`config.mk`:
```
export PLATFORM = sky130hd
export DESIGN_NAME = memory_arbiter
export DESIGN_NICKNAME = d
export VERILOG_FILES = /design/src/rtl/memory_arbiter_pkg.sv /design/src/rtl/memory_arbiter_rr_arbiter2.sv /design/src/rtl/memory_arbiter.sv
export SDC_FILE = /design/constraint.sdc
export NUM_CORES = 1
export LEC_CHECK = 0
export CAP_MARGIN = 20
export CORE_AREA = 8 8 87 81
export DETAILED_ROUTE_END_ITERATION = 12
export DIE_AREA = 0 0 95 89
export PLACE_DENSITY_LB_ADDON = 0.25
export REMOVE_ABC_BUFFERS = 1
export SLEW_MARGIN = 20
export SYNTH_ARGS = -nofsm -noshare
export SYNTH_HDL_FRONTEND = slang
export SYNTH_SLANG_ARGS = --single-unit
```
`constraint.sdc`:
```
create_clock -name clock -period 3.8 [get_ports clock]
set_clock_uncertainty 0.1 [all_clocks]
set_input_delay 0.38 -clock clock [delete_from_list [all_inputs] [get_ports clock]]
set_output_delay 0.38 -clock clock [all_outputs]
set_load 0.01 [all_outputs]
```
`src/rtl/memory_arbiter_pkg.sv`:
```
// Shared constants and types for the two-port memory arbiter.
package memory_arbiter_pkg;

  localparam int NUM_PORTS          = 2;
  localparam int DEFAULT_WIDTH      = 16;
  localparam int DEFAULT_ADDR_WIDTH = 16;

  // Identifies a requesting port; also used as the round-robin pointer value.
  typedef enum logic {
    PORT0 = 1'b0,
    PORT1 = 1'b1
  } port_e;

  // One-hot grant vector for a single winning port.
  function automatic logic [NUM_PORTS-1:0] port_onehot(input port_e p);
    logic [NUM_PORTS-1:0] v;
    case (p)
      PORT0:   v = 2'b01;
      PORT1:   v = 2'b10;
      default: v = 2'b00;
    endcase
    return v;
  endfunction

endpackage

```
`src/rtl/memory_arbiter_rr_arbiter2.sv`:
```
// Two-way round-robin arbiter. The pointer remembers the winner of the last
// contended cycle and only moves when both requests are present, so an
// uncontended grant never disturbs the fairness order.
module rr_arbiter2
  import memory_arbiter_pkg::*;
(
  input  logic                 clock,
  input  logic                 reset_n,
  input  logic [NUM_PORTS-1:0] req,
  output logic [NUM_PORTS-1:0] gnt
);

  port_e last_r;
  port_e winner_s;
  logic  contend_s;

  // Grant selection: lone requester wins, on contention the other port wins.
  always_comb begin
    contend_s = &req;
    winner_s  = PORT0;
    gnt       = 2'b00;
    if (contend_s) begin
      winner_s = (last_r == PORT0) ? PORT1 : PORT0;
      gnt      = port_onehot(winner_s);
    end else begin
      gnt = req;
    end
  end

  // Pointer register; reset leaves PORT1 as last winner so PORT0 is favoured.
  always_ff @(posedge clock or negedge reset_n) begin
    if (!reset_n) begin
      last_r <= PORT1;
    end else if (contend_s) begin
      last_r <= winner_s;
    end else begin
      last_r <= last_r;
    end
  end

endmodule

```
`src/rtl/memory_arbiter.sv`:
```
// Two-port front end for a single-write / single-read memory block. Reads and
// writes are arbitrated on separate channels; a read that targets the address
// being written in the same cycle is held off one cycle so it sees new data.
module memory_arbiter
  import memory_arbiter_pkg::*;
#(
  parameter int WIDTH      = DEFAULT_WIDTH,
  parameter int ADDR_WIDTH = DEFAULT_ADDR_WIDTH
) (
  input  logic                  clock,
  input  logic                  reset_n,
  input  logic                  req0,
  input  logic                  we0,
  input  logic [ADDR_WIDTH-1:0] addr0,
  input  logic [WIDTH-1:0]      wdata0,
  input  logic                  req1,
  input  logic                  we1,
  input  logic [ADDR_WIDTH-1:0] addr1,
  input  logic [WIDTH-1:0]      wdata1,
  output logic                  gnt0,
  output logic                  gnt1,
  output logic                  rvalid0,
  output logic                  rvalid1,
  output logic [WIDTH-1:0]      rdata0,
  output logic [WIDTH-1:0]      rdata1,
  output logic                  mem_write_enable,
  output logic [ADDR_WIDTH-1:0] mem_write_address,
  output logic [ADDR_WIDTH-1:0] mem_read_address,
  output logic [WIDTH-1:0]      mem_data_in,
  input  logic [WIDTH-1:0]      mem_data_out
);

  logic [NUM_PORTS-1:0] wr_req_s;
  logic [NUM_PORTS-1:0] rd_req_s;
  logic [NUM_PORTS-1:0] rd_req_eff_s;
  logic [NUM_PORTS-1:0] wr_gnt_raw_s;
  logic [NUM_PORTS-1:0] rd_gnt_raw_s;
  logic [NUM_PORTS-1:0] wr_gnt_s;
  logic [NUM_PORTS-1:0] rd_gnt_s;
  logic [NUM_PORTS-1:0] rvalid_r;

  // Split each port's single request line into a write or a read request.
  always_comb begin
    wr_req_s = {req1 & we1, req0 & we0};
    rd_req_s = {req1 & ~we1, req0 & ~we0};
  end

  rr_arbiter2 u_wr_arb (
    .clock   (clock),
    .reset_n (reset_n),
    .req     (wr_req_s),
    .gnt     (wr_gnt_raw_s)
  );

  // Write channel: gate grants with reset and steer the winner onto the bus.
  always_comb begin
    wr_gnt_s          = 2'b00;
    mem_write_enable  = 1'b0;
    mem_write_address = {ADDR_WIDTH{1'b0}};
    mem_data_in       = {WIDTH{1'b0}};
    if (reset_n) begin
      wr_gnt_s = wr_gnt_raw_s;
    end else begin
      wr_gnt_s = 2'b00;
    end
    case (wr_gnt_s)
      2'b01: begin
        mem_write_enable  = 1'b1;
        mem_write_address = addr0;
        mem_data_in       = wdata0;
      end
      2'b10: begin
        mem_write_enable  = 1'b1;
        mem_write_address = addr1;
        mem_data_in       = wdata1;
      end
      default: begin
        mem_write_enable  = 1'b0;
        mem_write_address = {ADDR_WIDTH{1'b0}};
        mem_data_in       = {WIDTH{1'b0}};
      end
    endcase
  end

  // Hold off any read whose address collides with this cycle's write.
  always_comb begin
    rd_req_eff_s[0] = rd_req_s[0] & ~(mem_write_enable & (addr0 == mem_write_address));
    rd_req_eff_s[1] = rd_req_s[1] & ~(mem_write_enable & (addr1 == mem_write_address));
  end

  rr_arbiter2 u_rd_arb (
    .clock   (clock),
    .reset_n (reset_n),
    .req     (rd_req_eff_s),
    .gnt     (rd_gnt_raw_s)
  );

  // Read channel: gate grants with reset and steer the winner's address.
  always_comb begin
    rd_gnt_s         = 2'b00;
    mem_read_address = {ADDR_WIDTH{1'b0}};
    if (reset_n) begin
      rd_gnt_s = rd_gnt_raw_s;
    end else begin
      rd_gnt_s = 2'b00;
    end
    case (rd_gnt_s)
      2'b01:   mem_read_address = addr0;
      2'b10:   mem_read_address = addr1;
      default: mem_read_address = {ADDR_WIDTH{1'b0}};
    endcase
  end

  // Owner tag of the read in flight; aligns with the memory's registered data.
  always_ff @(posedge clock or negedge reset_n) begin
    if (!reset_n) begin
      rvalid_r <= 2'b00;
    end else begin
      rvalid_r <= rd_gnt_s;
    end
  end

  // Port-facing grant, valid and read-data outputs.
  always_comb begin
    gnt0    = wr_gnt_s[0] | rd_gnt_s[0];
    gnt1    = wr_gnt_s[1] | rd_gnt_s[1];
    rvalid0 = rvalid_r[0];
    rvalid1 = rvalid_r[1];
    rdata0  = mem_data_out;
    rdata1  = mem_data_out;
  end

endmodule

```
==> results.py, run 1 <==
metrics = {
    "place": {
        "detailedPlace.worstSlack_ps": -883,
        "globalplace.congestion": 0.867,
        "post_dp_cell_area_mm2": 0.00314,
        "buffer_ports.inserted": 122,
        "dp_hpwl_mm": 7.02,
    },
    "critical_path": {
        "worst_r2r_path_depth": 12,
        "critical_path_capture_point_type": "primary output",
        "crit_path_dat_ps": 3400,
        "critPathRequiredTime_ps": 3320,
        "critPathKind": "input pin to primary output",
        "timing.critical_path.from_type": "input pin",
        "path_max_fanout": 6,
    },
    "global_route": {
        "groute.usage.overall_pct": 20.2,
        "grt_start_max_net_pins": 21,
        "grt_remaining_overflow": 0,
        "grt_pass1_wl_mm": 13.7,
        "first_global_vias": 2729,
        "antenna_found_initial": 0,
    },
    "sta": {
        "setup_slack_ps": -80.1,
        "clock.fmax_ghz": 0.258,
        "tns_ps": -411,
        "period_minus_slack_ps": 3880,
        "worst_max_slew_pin_slew_ps": 423,
        "period_share_pct": 102,
        "unrepaired_setup_endpoints_after_global_routing": "true",
        "final-hold-violation-count": 0,
        "setup_viol": 14,
        "max-slew-margin-rel_pct": 71.8,
        "timing.final.max_slew_violations": 0,
    },
    "cts": {
        "root_buffer": "sky130_fd_sc_hd__clkbuf_8",
        "ctsHtreeMaxLevel": 1,
        "tritoncts.num_buffers": 3,
        "clk_path_buf_depth": 2,
        "cts_clock_pin_slew_for_the_worst_setup_and_hold_paths_ps": 30,
        "cts_tree": "built",
        "post_cts_hold_buffer_count": 0,
        "insertion_delay_ps": 210,
        "cts.sinks": 4,
    },
    "die": {
        "die-width_um": 95,
        "placement_rows": 26,
        "core-area_mm2": 0.00556,
        "boundary_pin_count": 171,
        "die-height_um": 89,
        "floorplan.initialDensity_pct": 28.1,
        "design.die.area_mm2": 0.00846,
    },
    "outcome": {
        "violations": "setup timing",
        "run_status": "complete, but fails checks",
    },
    "route": {
        "drcViolationCount": 0,
        "routed-via-count": 2506,
        "wire_per_inst_um": 18.6,
        "ant_nets": 0,
        "first_pass_iters": 4,
        "finalWirelength_mm": 8.93,
        "first_iter_violations": 99,
        "avgViaCountPerCell": 5.21,
    },
    "synth": {
        "synth_async_sr_flop_share_pct": 100,
        "instance_count_of_the_mapped_netlist": 251,
        "synth.avg_cell_area_um2": 6.24,
        "synth.cell_area_mm2": 0.00157,
        "yosys-top-cells-area": "sky130_fd_sc_hd__a22oi_1 20%, sky130_fd_sc_hd__buf_4 16%, sky130_fd_sc_hd__nor2_1 8.9%",
        "synth-main-ff-cell": "sky130_fd_sc_hd__dfstp_2",
        "postSynthRegisterBits": 4,
        "synth-edff-count": 0,
        "synth.top_cells.by_count": "42 x sky130_fd_sc_hd__a22oi_1, 37 x sky130_fd_sc_hd__nor2_1, 34 x sky130_fd_sc_hd__buf_4, 28 x sky130_fd_sc_hd__nand2_1, 21 x sky130_fd_sc_hd__inv_1",
        "yosysMostFrequentCell": "sky130_fd_sc_hd__a22oi_1",
        "synth_top_cell_by_area": "sky130_fd_sc_hd__a22oi_1",
        "post_synth_num_cell_types": 38,
        "fraction_of_the_yosys_area_taken_by_sequential_cells_pct": 6.55,
        "yosys.area.top_type_share_pct": 20.1,
        "synth-warning-count": 0,
    },
    "pwr": {
        "power.density_mw_per_mm2": 158,
        "total_switching_power_mw": 0.198,
        "p_total_mw": 0.544,
        "power.static_leakage_nw": 1.39,
        "clkPwrFrac_pct": 16.2,
        "switching_share_pct": 36.4,
        "ir_drop_mv": 0.179,
        "power_report.internal_total_mw": 0.346,
        "combPwrFrac_pct": 69.1,
        "pwr-share-seq_pct": 14.7,
    },
    "layout": {
        "design_area_mm2": 0.00344,
        "diodes": 0,
        "syn2layout_area_growth_pct": 120,
        "finish.net_count": 503,
        "fill_cells": 502,
        "proportion_of_layout_cells_with_a_drive_suffix_above_1_pct": 35.3,
    },
    "hold_path": {
        "hp-class": "input pin to asynchronous set/reset pin",
    },
    "flow_run": {
        "timing.max_cap.violations": 0,
    },
}
-- sequential cells by signal (all words and copies together), names as in the netlist --
signal / count
u_wr_arb.last_r: 1
u_rd_arb.last_r: 1
rvalid_r: 2
-- metal layers --
| layer | global-route usage (%) | routed length (um) | share of wire [%] |
|---|---|---|---|
| met5 | 4.46 | 34 | 0.38 |
| met4 | 3.68 | 103 | 1.2 |
| met1 | 21.7 | 3170 | 35 |
| met3 | 12.0 | 1460 | 16 |
| met2 | 33.4 | 4160 | 47 |
-- path summary, 6_finish.rpt --
path / slack, ps / from / to
max: -80 / reset_n / mem_read_address[5]
min: 80 / reset_n / rvalid_r[1]
max reg2reg: 950 / u_wr_arb.last_r / rvalid_r[1]
min reg2reg: 410 / u_rd_arb.last_r / u_rd_arb.last_r
max in group asynchronous: 3320 / reset_n / u_rd_arb.last_r
min in group clock: 410 / u_rd_arb.last_r / u_rd_arb.last_r
-- cells in the final DEF (no fill, tap or decap), types with 3 or more instances in the layout --
cell type and n:
sky130_fd_sc_hd__a22oi_2 13, sky130_fd_sc_hd__nand2b_1 3, sky130_fd_sc_hd__nand4_1 3, sky130_fd_sc_hd__inv_1 20, sky130_fd_sc_hd__buf_4 71, sky130_fd_sc_hd__nand2_1 25, sky130_fd_sc_hd__o22ai_1 4, sky130_fd_sc_hd__a22oi_1 29
sky130_fd_sc_hd__a222oi_1 3, sky130_fd_sc_hd__a21oi_1 13, sky130_fd_sc_hd__buf_12 3, sky130_fd_sc_hd__clkdlybuf4s50_1 99, sky130_fd_sc_hd__ha_4 3, sky130_fd_sc_hd__nor2_1 35, sky130_fd_sc_hd__buf_6 7, sky130_fd_sc_hd__clkbuf_8 3
sky130_fd_sc_hd__buf_2 18, sky130_fd_sc_hd__nor4_1 4, sky130_fd_sc_hd__nor2b_1 7
-- critical path, stage by stage --
cell	delay, ps
sky130_fd_sc_hd__clkdlybuf4s15_2	190
sky130_fd_sc_hd__inv_2	60
sky130_fd_sc_hd__a311oi_4	330
sky130_fd_sc_hd__ha_4	220
sky130_fd_sc_hd__buf_12	130
sky130_fd_sc_hd__nand2_4	50
sky130_fd_sc_hd__a222oi_1	310
sky130_fd_sc_hd__nand3_1	160
sky130_fd_sc_hd__o41ai_2	260
sky130_fd_sc_hd__a31oi_2	180
sky130_fd_sc_hd__a211oi_2	260
sky130_fd_sc_hd__buf_4	170
sky130_fd_sc_hd__ha_4	180
sky130_fd_sc_hd__buf_6	140
sky130_fd_sc_hd__buf_6	110
sky130_fd_sc_hd__a22oi_2	40
sky130_fd_sc_hd__nor2_1	90
sky130_fd_sc_hd__buf_2	130
-- power groups by stage --
stage          clock (mW)  combinational, mW  sequential (mW)
5_1_grt            0.0965              0.405           0.0814
3_3_place_gp            0              0.325           0.0740
4_1_cts            0.0903              0.360           0.0775
2_1_floorplan           0              0.104           0.0734
3_5_place_dp            0              0.328           0.0746
6_report           0.0882              0.376           0.0801
-- cells by family after synthesis --
logic type | Yosys count | share of synthesized area (%)
AND/OR/NAND/NOR | 91 | 27.2
AO/OA/AOI/OAI | 79 | 36.8
flip-flops | 4 | 6.55
XOR/XNOR | 2 | 1.12
buffers and inverters | 71 | 25.2
adder cells (fa/ha/maj) | 4 | 3.20
-- through the flow --
step,instances,util [%],hold WS [ps]
after floorplan,201,-,-15.6
after global placement,465,56.4,397
after detailed placement,465,56.4,402
after CTS,478,60.5,80.1
after global routing,481,61.9,81.1
final,481,61.9,81.1
-- timing repair --
| item | CTS | global route |
|---|---|---|
| pin swaps | 13 | 6 |
| setup buffers | 8 | 3 |
| setup endpoints to repair | 18 | 17 |
| cloned | 2 | 1 |
| resized for setup | 115 | 15 |
-- cell type report --
| class | instances | area, um2 | share of cell area (%) |
|---|---|---|---|
| Sequential cell | 4 | 103 | 2.98 |
| Multi-Input combinational cell | 176 | 1240 | 36.1 |
| Clock buffer | 3 | 41.3 | 1.20 |
| Tap cell | 70 | 87.6 | 2.55 |
| Timing Repair Buffer | 207 | 1890 | 54.9 |
| Inverter | 21 | 78.8 | 2.29 |
Power figures use the tool's default switching activity.
==> inputs of run 2 (changes only) <==
--- a/config.mk
+++ b/config.mk
@@ -5,10 +5,11 @@
 export SDC_FILE = /design/constraint.sdc
 export NUM_CORES = 1
 export LEC_CHECK = 0
+export ABC_AREA = 1
 export CAP_MARGIN = 20
-export CORE_AREA = 8 8 87 81
+export CORE_AREA = 8 8 92 85
 export DETAILED_ROUTE_END_ITERATION = 12
-export DIE_AREA = 0 0 95 89
+export DIE_AREA = 0 0 100 93
 export PLACE_DENSITY_LB_ADDON = 0.25
 export REMOVE_ABC_BUFFERS = 1
 export SLEW_MARGIN = 20
==> results.py, run 2 <==
metrics = {
    "outcome": {
        "run_status": "finished, final reports clean",
    },
    "pwr": {
        "power.density_mw_per_mm2": 120,
        "power_report.internal_total_mw": 0.304,
        "ir_drop_mv": 0.112,
        "switching_share_pct": 38.3,
        "p_total_mw": 0.493,
        "combPwrFrac_pct": 71.2,
        "clkPwrFrac_pct": 17.9,
        "power.static_leakage_nw": 2.03,
        "total_switching_power_mw": 0.189,
        "pwr-share-seq_pct": 10.9,
    },
    "critical_path": {
        "timing.critical_path.from_type": "flop",
        "reg2reg_from": "u_wr_arb.last_r",
        "critPathKind": "flop to primary output",
        "critPathRequiredTime_ps": 3320,
        "worst_r2r_path_depth": 27,
        "rr_endpoint": "u_wr_arb.last_r",
        "path_max_fanout": 8,
        "r2r_slack_ps": 100,
        "startpoint": "u_wr_arb.last_r",
        "crit_path_dat_ps": 3250,
        "critical_path_capture_point_type": "primary output",
    },
    "synth": {
        "synth_top_cell_by_area": "sky130_fd_sc_hd__nand2_1",
        "synth-main-ff-cell": "sky130_fd_sc_hd__dfstp_2",
        "yosys.area.top_type_share_pct": 36.0,
        "post_synth_num_cell_types": 21,
        "synth-edff-count": 0,
        "synth.cell_area_mm2": 0.00200,
        "synth.avg_cell_area_um2": 4.99,
        "synth-warning-count": 0,
        "synth.top_cells.by_count": "192 x sky130_fd_sc_hd__nand2_1, 34 x sky130_fd_sc_hd__buf_4, 32 x sky130_fd_sc_hd__a21oi_1, 32 x sky130_fd_sc_hd__inv_1, 32 x sky130_fd_sc_hd__nor2_1",
        "yosys-top-cells-area": "sky130_fd_sc_hd__nand2_1 36%, sky130_fd_sc_hd__buf_4 13%, sky130_fd_sc_hd__nand3b_1 8.6%",
        "fraction_of_the_yosys_area_taken_by_sequential_cells_pct": 5.12,
        "yosysMostFrequentCell": "sky130_fd_sc_hd__nand2_1",
        "synth_async_sr_flop_share_pct": 100,
        "postSynthRegisterBits": 4,
        "instance_count_of_the_mapped_netlist": 402,
    },
    "global_route": {
        "grtUsageMet3_pct": 10.0,
        "first_global_vias": 3022,
        "grt_util_met2_pct": 30.6,
        "grt_pass1_wl_mm": 14.2,
        "grt_remaining_overflow": 0,
        "globalRouteMet1Util_pct": 20.7,
        "top_usage_layer": "met2",
        "antenna_found_initial": 0,
        "grt_start_max_net_pins": 18,
        "groute.usage.overall_pct": 18.7,
    },
    "layout": {
        "design_area_mm2": 0.00412,
        "diodes": 0,
        "largest-register": "rvalid_r",
        "largest_reg_flops": 2,
        "finish.net_count": 656,
        "final_common_cell": "sky130_fd_sc_hd__nand2_1",
        "top_regs": "rvalid_r (2), u_rd_arb.last_r (1), u_wr_arb.last_r (1)",
        "commonest_cells_after_routing_fill_and_taps_aside": "144 x sky130_fd_sc_hd__nand2_1, 99 x sky130_fd_sc_hd__clkdlybuf4s50_1, 71 x sky130_fd_sc_hd__buf_4",
        "proportion_of_layout_cells_with_a_drive_suffix_above_1_pct": 36.3,
        "syn2layout_area_growth_pct": 105,
        "postLayoutCoreUtil_pct": 64.5,
    },
    "route": {
        "ant_nets": 0,
        "first_iter_violations": 89,
        "finalWirelength_mm": 10.1,
        "drcViolationCount": 0,
        "first_pass_iters": 4,
        "routed-via-count": 3118,
        "avgViaCountPerCell": 4.77,
        "wire_per_inst_um": 15.5,
    },
    "sta": {
        "setup_viol": 0,
        "worst_max_slew_pin_slew_ps": 297,
        "unrepaired_setup_endpoints_after_global_routing": "true",
        "max-slew-margin-rel_pct": 80.1,
        "tns_ps": 0,
        "final-hold-violation-count": 0,
        "clock.fmax_ghz": 0.268,
        "period_share_pct": 98.2,
        "setup_slack_ps": 69.5,
        "timing.final.max_slew_violations": 0,
        "period_minus_slack_ps": 3730,
    },
    "place": {
        "post_dp_cell_area_mm2": 0.00338,
        "globalplace.congestion": 0.844,
        "buffer_ports.inserted": 122,
        "detailedPlace.worstSlack_ps": -709,
        "dp_hpwl_mm": 6.93,
    },
    "cts": {
        "cts_clock_pin_slew_for_the_worst_setup_and_hold_paths_ps": 30,
        "cts.sinks": 4,
        "post_cts_hold_buffer_count": 0,
        "ctsHtreeMaxLevel": 1,
        "clk_path_buf_depth": 2,
        "cts_tree": "built",
        "root_buffer": "sky130_fd_sc_hd__clkbuf_8",
        "tritoncts.num_buffers": 3,
        "insertion_delay_ps": 210,
    },
    "die": {
        "die-height_um": 93,
        "boundary_pin_count": 171,
        "placement_rows": 28,
        "floorplan.initialDensity_pct": 31.4,
        "design.die.area_mm2": 0.00930,
        "die-width_um": 100,
        "core-area_mm2": 0.00638,
    },
    "flow_run": {
        "timing.max_cap.violations": 0,
    },
    "hold_path": {
        "hp-class": "input pin to asynchronous set/reset pin",
    },
}
run 2: cell count changes after synthesis, sizes merged, moves of 5 or more:
cell    delta
nand2    +181
a22oi     -42
nand3b    +23
a21oi     +18
inv       +13
nor2b      -7
nand3      +6
nor2       -5
nor4       -5
run 2: per-stage QoR:
step,hold slack [ps],cells
global placement,377,606
global route,117,654
CTS,136,637
finish,111,654
detailed placement,370,606
floorplan,-15.6,352
run 2: repair_timing:
action	4_1_cts	5_1_grt
pin swaps	5	38
setup endpoints to repair	18	19
setup buffers	26	16
gates resized for setup	82	104
gates cloned	2	3
run 2: metal layers:
metal  vias up  share of wire, %
met5         -              0.21
met1      1398                40
met4         2               1.7
li1       1531                 -
met2       169                46
met3        18                12
run 2: critical path, cell delays in order (launching register included):
cell,delay (ps)
sky130_fd_sc_hd__dfstp_2,530
sky130_fd_sc_hd__inv_2,40
sky130_fd_sc_hd__nand4_1,110
sky130_fd_sc_hd__nand3_2,140
sky130_fd_sc_hd__inv_2,110
sky130_fd_sc_hd__ha_4,200
sky130_fd_sc_hd__clkbuf_16,200
sky130_fd_sc_hd__nand2_4,60
sky130_fd_sc_hd__nand2_4,90
sky130_fd_sc_hd__nand2_4,60
sky130_fd_sc_hd__nand2_1,60
sky130_fd_sc_hd__nand2_1,50
sky130_fd_sc_hd__nor2_1,110
sky130_fd_sc_hd__nand2_1,70
sky130_fd_sc_hd__nor2_2,100
sky130_fd_sc_hd__nand2_1,80
sky130_fd_sc_hd__nand2_2,90
sky130_fd_sc_hd__nor2_2,40
sky130_fd_sc_hd__nand2_2,90
sky130_fd_sc_hd__nand2_4,90
sky130_fd_sc_hd__inv_4,70
sky130_fd_sc_hd__ha_4,170
sky130_fd_sc_hd__clkbuf_16,160
sky130_fd_sc_hd__nand2_1,50
sky130_fd_sc_hd__a21oi_1,120
sky130_fd_sc_hd__buf_2,150
run 2: cell type report:
type,instances,area (um2)
flip-flops and latches,4,103
well taps,90,113
multi-input cells,314,1730
clock buffers,3,41.3
repair buffers,209,1990
fillers,609,2260
inverters,34,135
run 2: cells by family (layout without fill, tap and decap cells):
| group | count (synthesis) | in the layout | share of synthesized area, % |
|---|---|---|---|
| buf+inv | 84 | 246 | 24.6 |
| fa+ha+maj | 4 | 4 | 2.50 |
| compound gates | 36 | 36 | 9.30 |
| flops | 4 | 4 | 5.12 |
| simple gates | 274 | 274 | 58.5 |
run 2: worst max path at each step:
stage	to	slack, ps	depth (start not counted)
5_1_grt	mem_read_address[0]	-120	25
3_3_place_gp	mem_read_address[11]	-580	26
2_1_floorplan	mem_read_address[0]	160	22
3_5_place_dp	mem_read_address[9]	-710	26
6_report	mem_read_address[2]	70	25
4_1_cts	mem_read_address[3]	0.3	22
run 2: power groups by stage:
stage	clock, mW	sequential [mW]	combinational, mW
CTS	0.0920	0.0530	0.297
global route	0.0943	0.0546	0.376
global placement	0	0.0534	0.271
finish	0.0880	0.0539	0.351
detailed placement	0	0.0533	0.274
floorplan	0	0.0532	0.101
==> inputs of run 3 (changes only) <==
--- a/config.mk
+++ b/config.mk
@@ -8,8 +8,10 @@
 export ABC_AREA = 1
 export CAP_MARGIN = 20
 export CORE_AREA = 8 8 92 85
+export CTS_CLUSTER_SIZE = 40
 export DETAILED_ROUTE_END_ITERATION = 12
 export DIE_AREA = 0 0 100 93
+export GPL_TIMING_DRIVEN = 0
 export PLACE_DENSITY_LB_ADDON = 0.25
 export REMOVE_ABC_BUFFERS = 1
 export SLEW_MARGIN = 20
==> constraint.sdc (replaced) <==
create_clock -name clock -period 3.45 [get_ports clock]
set_clock_uncertainty 0.1 [all_clocks]
set_input_delay 0.345 -clock clock [delete_from_list [all_inputs] [get_ports clock]]
set_output_delay 0.345 -clock clock [all_outputs]
set_load 0.01 [all_outputs]
==> results.py, run 3 (synthesis results as in run 2) <==
metrics = {
    "die": {
        "die-width_um": 100,
        "floorplan.initialDensity_pct": 31.4,
        "placement_rows": 28,
        "boundary_pin_count": 171,
        "core-area_mm2": 0.00638,
        "design.die.area_mm2": 0.00930,
        "die-height_um": 93,
    },
    "cts": {
        "clk_path_buf_depth": 2,
        "cts_tree": "built",
        "tritoncts.num_buffers": 3,
        "insertion_delay_ps": 220,
        "ctsHtreeMaxLevel": 1,
        "root_buffer": "sky130_fd_sc_hd__clkbuf_8",
        "cts.sinks": 4,
        "cts_clock_pin_slew_for_the_worst_setup_and_hold_paths_ps": 30,
    },
    "place": {
        "placed_cells": 564,
        "globalplace.congestion": 0.761,
        "buffer_ports.inserted": 122,
        "dp_hpwl_mm": 6.24,
    },
    "route": {
        "wire_per_inst_um": 15.8,
        "first_pass_iters": 4,
        "routed-via-count": 2896,
        "drcViolationCount": 0,
        "first_iter_violations": 83,
        "avgViaCountPerCell": 4.77,
        "finalWirelength_mm": 9.62,
        "ant_nets": 0,
    },
    "sta": {
        "worst_max_slew_pin_slew_ps": 229,
        "setup_viol": 16,
        "period_minus_slack_ps": 3740,
        "final-hold-violation-count": 0,
        "period_share_pct": 109,
        "finalHoldWorstSlack_ps": 18.1,
        "clock.fmax_ghz": 0.267,
        "max-slew-margin-rel_pct": 84.7,
        "setup_slack_ps": -294,
        "unrepaired_setup_endpoints_after_global_routing": "true",
        "timing.final.max_slew_violations": 0,
    },
    "critical_path": {
        "r2r_slack_ps": 740,
        "worst_r2r_path_depth": 22,
        "rr_endpoint": "rvalid_r[0]",
        "critPathRequiredTime_ps": 3000,
        "reg2reg_from": "u_wr_arb.last_r",
        "path_max_fanout": 8,
        "timing.critical_path.to": "mem_read_address[15]",
        "critPathKind": "flop to primary output",
        "timing.critical_path.from_type": "flop",
        "startpoint": "u_wr_arb.last_r",
        "critical_path_capture_point_type": "primary output",
        "crit_path_dat_ps": 3300,
    },
    "layout": {
        "largest-register": "rvalid_r",
        "top_regs": "rvalid_r (2), u_rd_arb.last_r (1), u_wr_arb.last_r (1)",
        "diodes": 0,
        "commonest_cells_after_routing_fill_and_taps_aside": "176 x sky130_fd_sc_hd__nand2_1, 99 x sky130_fd_sc_hd__clkdlybuf4s50_1, 32 x sky130_fd_sc_hd__nand2_2",
        "proportion_of_layout_cells_with_a_drive_suffix_above_1_pct": 24.2,
        "fill_cells": 658,
        "final-instance-count-excl-fill": 607,
        "finish.net_count": 609,
        "final_common_cell": "sky130_fd_sc_hd__nand2_1",
        "syn2layout_area_growth_pct": 77.3,
        "largest_reg_flops": 2,
    },
    "pwr": {
        "ir_drop_mv": 0.169,
        "power.static_leakage_nw": 1.68,
        "power.density_mw_per_mm2": 144,
    },
    "global_route": {
        "grt_start_max_net_pins": 18,
        "grt_pass1_wl_mm": 14.5,
        "groute.usage.overall_pct": 19.4,
        "grt_remaining_overflow": 0,
        "first_global_vias": 2808,
        "antenna_found_initial": 0,
    },
    "outcome": {
        "run_status": "complete, but fails checks",
        "violations": "setup timing",
    },
    "flow_run": {
        "timing.max_cap.violations": 0,
    },
    "hold_path": {
        "hp-class": "input pin to asynchronous set/reset pin",
    },
}
[run 3: what timing repair did]
action | in CTS | in global routing
buffers inserted | 20 | 14
pin swaps | 13 | 22
gates resized for setup | 119 | 37
endpoints found under the hold margin | 2 | 0
endpoints found under the setup margin | 34 | 18
gates cloned | 5 | 0
hold buffers | 1 | 0
[run 3: layout make-up]
cell class / count / area [um2] / share of cell area [%]
Clock buffer: 3 / 41.3 / 1.16
Inverter: 34 / 146 / 4.12
Multi-Input combinational cell: 314 / 1570 / 44.2
Sequential cell: 4 / 103 / 2.89
Tap cell: 90 / 113 / 3.17
Timing Repair Buffer: 157 / 1540 / 43.2
Timing Repair inverter: 5 / 46.3 / 1.30
[run 3: layer usage]
metal / vias up / routed length, um / part of all wire (%) / GRT usage (%)
met5: - / 21 / 0.22 / 3.30
met4: 2 / 128 / 1.3 / 3.65
met3: 17 / 1350 / 14 / 11.4
met2: 171 / 4220 / 44 / 31.1
met1: 1275 / 3890 / 40 / 21.7
li1: 1431 / - / - / -
[run 3: power by group]
group          leakage, nW  switching [mW]  total [mW]  internal [mW]
clock network       0.0216          0.0298       0.105         0.0749
logic                 1.61           0.170       0.346          0.176
registers           0.0480         0.00327      0.0593         0.0561
[run 3: per-stage QoR]
| stage | setup WS [ps] | total power [mW] | utilization (%) | cell area [um2] | TNS, ps |
|---|---|---|---|---|---|
| after floorplan | -153 | 0.169 | - | 1640 | -2440 |
| after global placement | -2120 | 0.315 | 46.7 | 2980 | -45270 |
| after detailed placement | -1830 | 0.321 | 46.7 | 2980 | -31120 |
| final | -294 | 0.510 | 55.7 | 3550 | -4460 |
| after global routing | -546 | 0.545 | 55.7 | 3550 | -8670 |
| after CTS | -117 | 0.478 | 52.5 | 3350 | -1710 |
[run 3: how the worst min path moves through the flow]
stage                          from         endpoint  slack, ps  cells past startpoint
finish                      reset_n  u_wr_arb.last_r         20                      1
floorplan                   reset_n      rvalid_r[0]        -50                      0
global placement    u_rd_arb.last_r  u_rd_arb.last_r        370                      2
global route                reset_n  u_rd_arb.last_r         20                      1
CTS                         reset_n  u_rd_arb.last_r         20                      1
detailed placement  u_rd_arb.last_r  u_rd_arb.last_r        370                      2
[run 3: critical path: stages, from the launching register on]
cell and delay (ps):
sky130_fd_sc_hd__dfstp_2 530, sky130_fd_sc_hd__inv_2 40, sky130_fd_sc_hd__nand4_1 100, sky130_fd_sc_hd__nand3_2 130, sky130_fd_sc_hd__buf_6 140, sky130_fd_sc_hd__ha_4 180, sky130_fd_sc_hd__buf_8 130, sky130_fd_sc_hd__buf_4 130
sky130_fd_sc_hd__nand2_2 60, sky130_fd_sc_hd__nand2_2 70, sky130_fd_sc_hd__nand3b_1 100, sky130_fd_sc_hd__nand2_1 60, sky130_fd_sc_hd__nor2_1 80, sky130_fd_sc_hd__nand2_1 60, sky130_fd_sc_hd__nor2_1 100, sky130_fd_sc_hd__nand2_1 90
sky130_fd_sc_hd__nand2_2 140, sky130_fd_sc_hd__nor2_2 50, sky130_fd_sc_hd__nand2_2 80, sky130_fd_sc_hd__nand2_4 80, sky130_fd_sc_hd__inv_4 80, sky130_fd_sc_hd__ha_4 160, sky130_fd_sc_hd__buf_12 130, sky130_fd_sc_hd__nand2_1 60
sky130_fd_sc_hd__a21oi_2 120, sky130_fd_sc_hd__buf_2 150
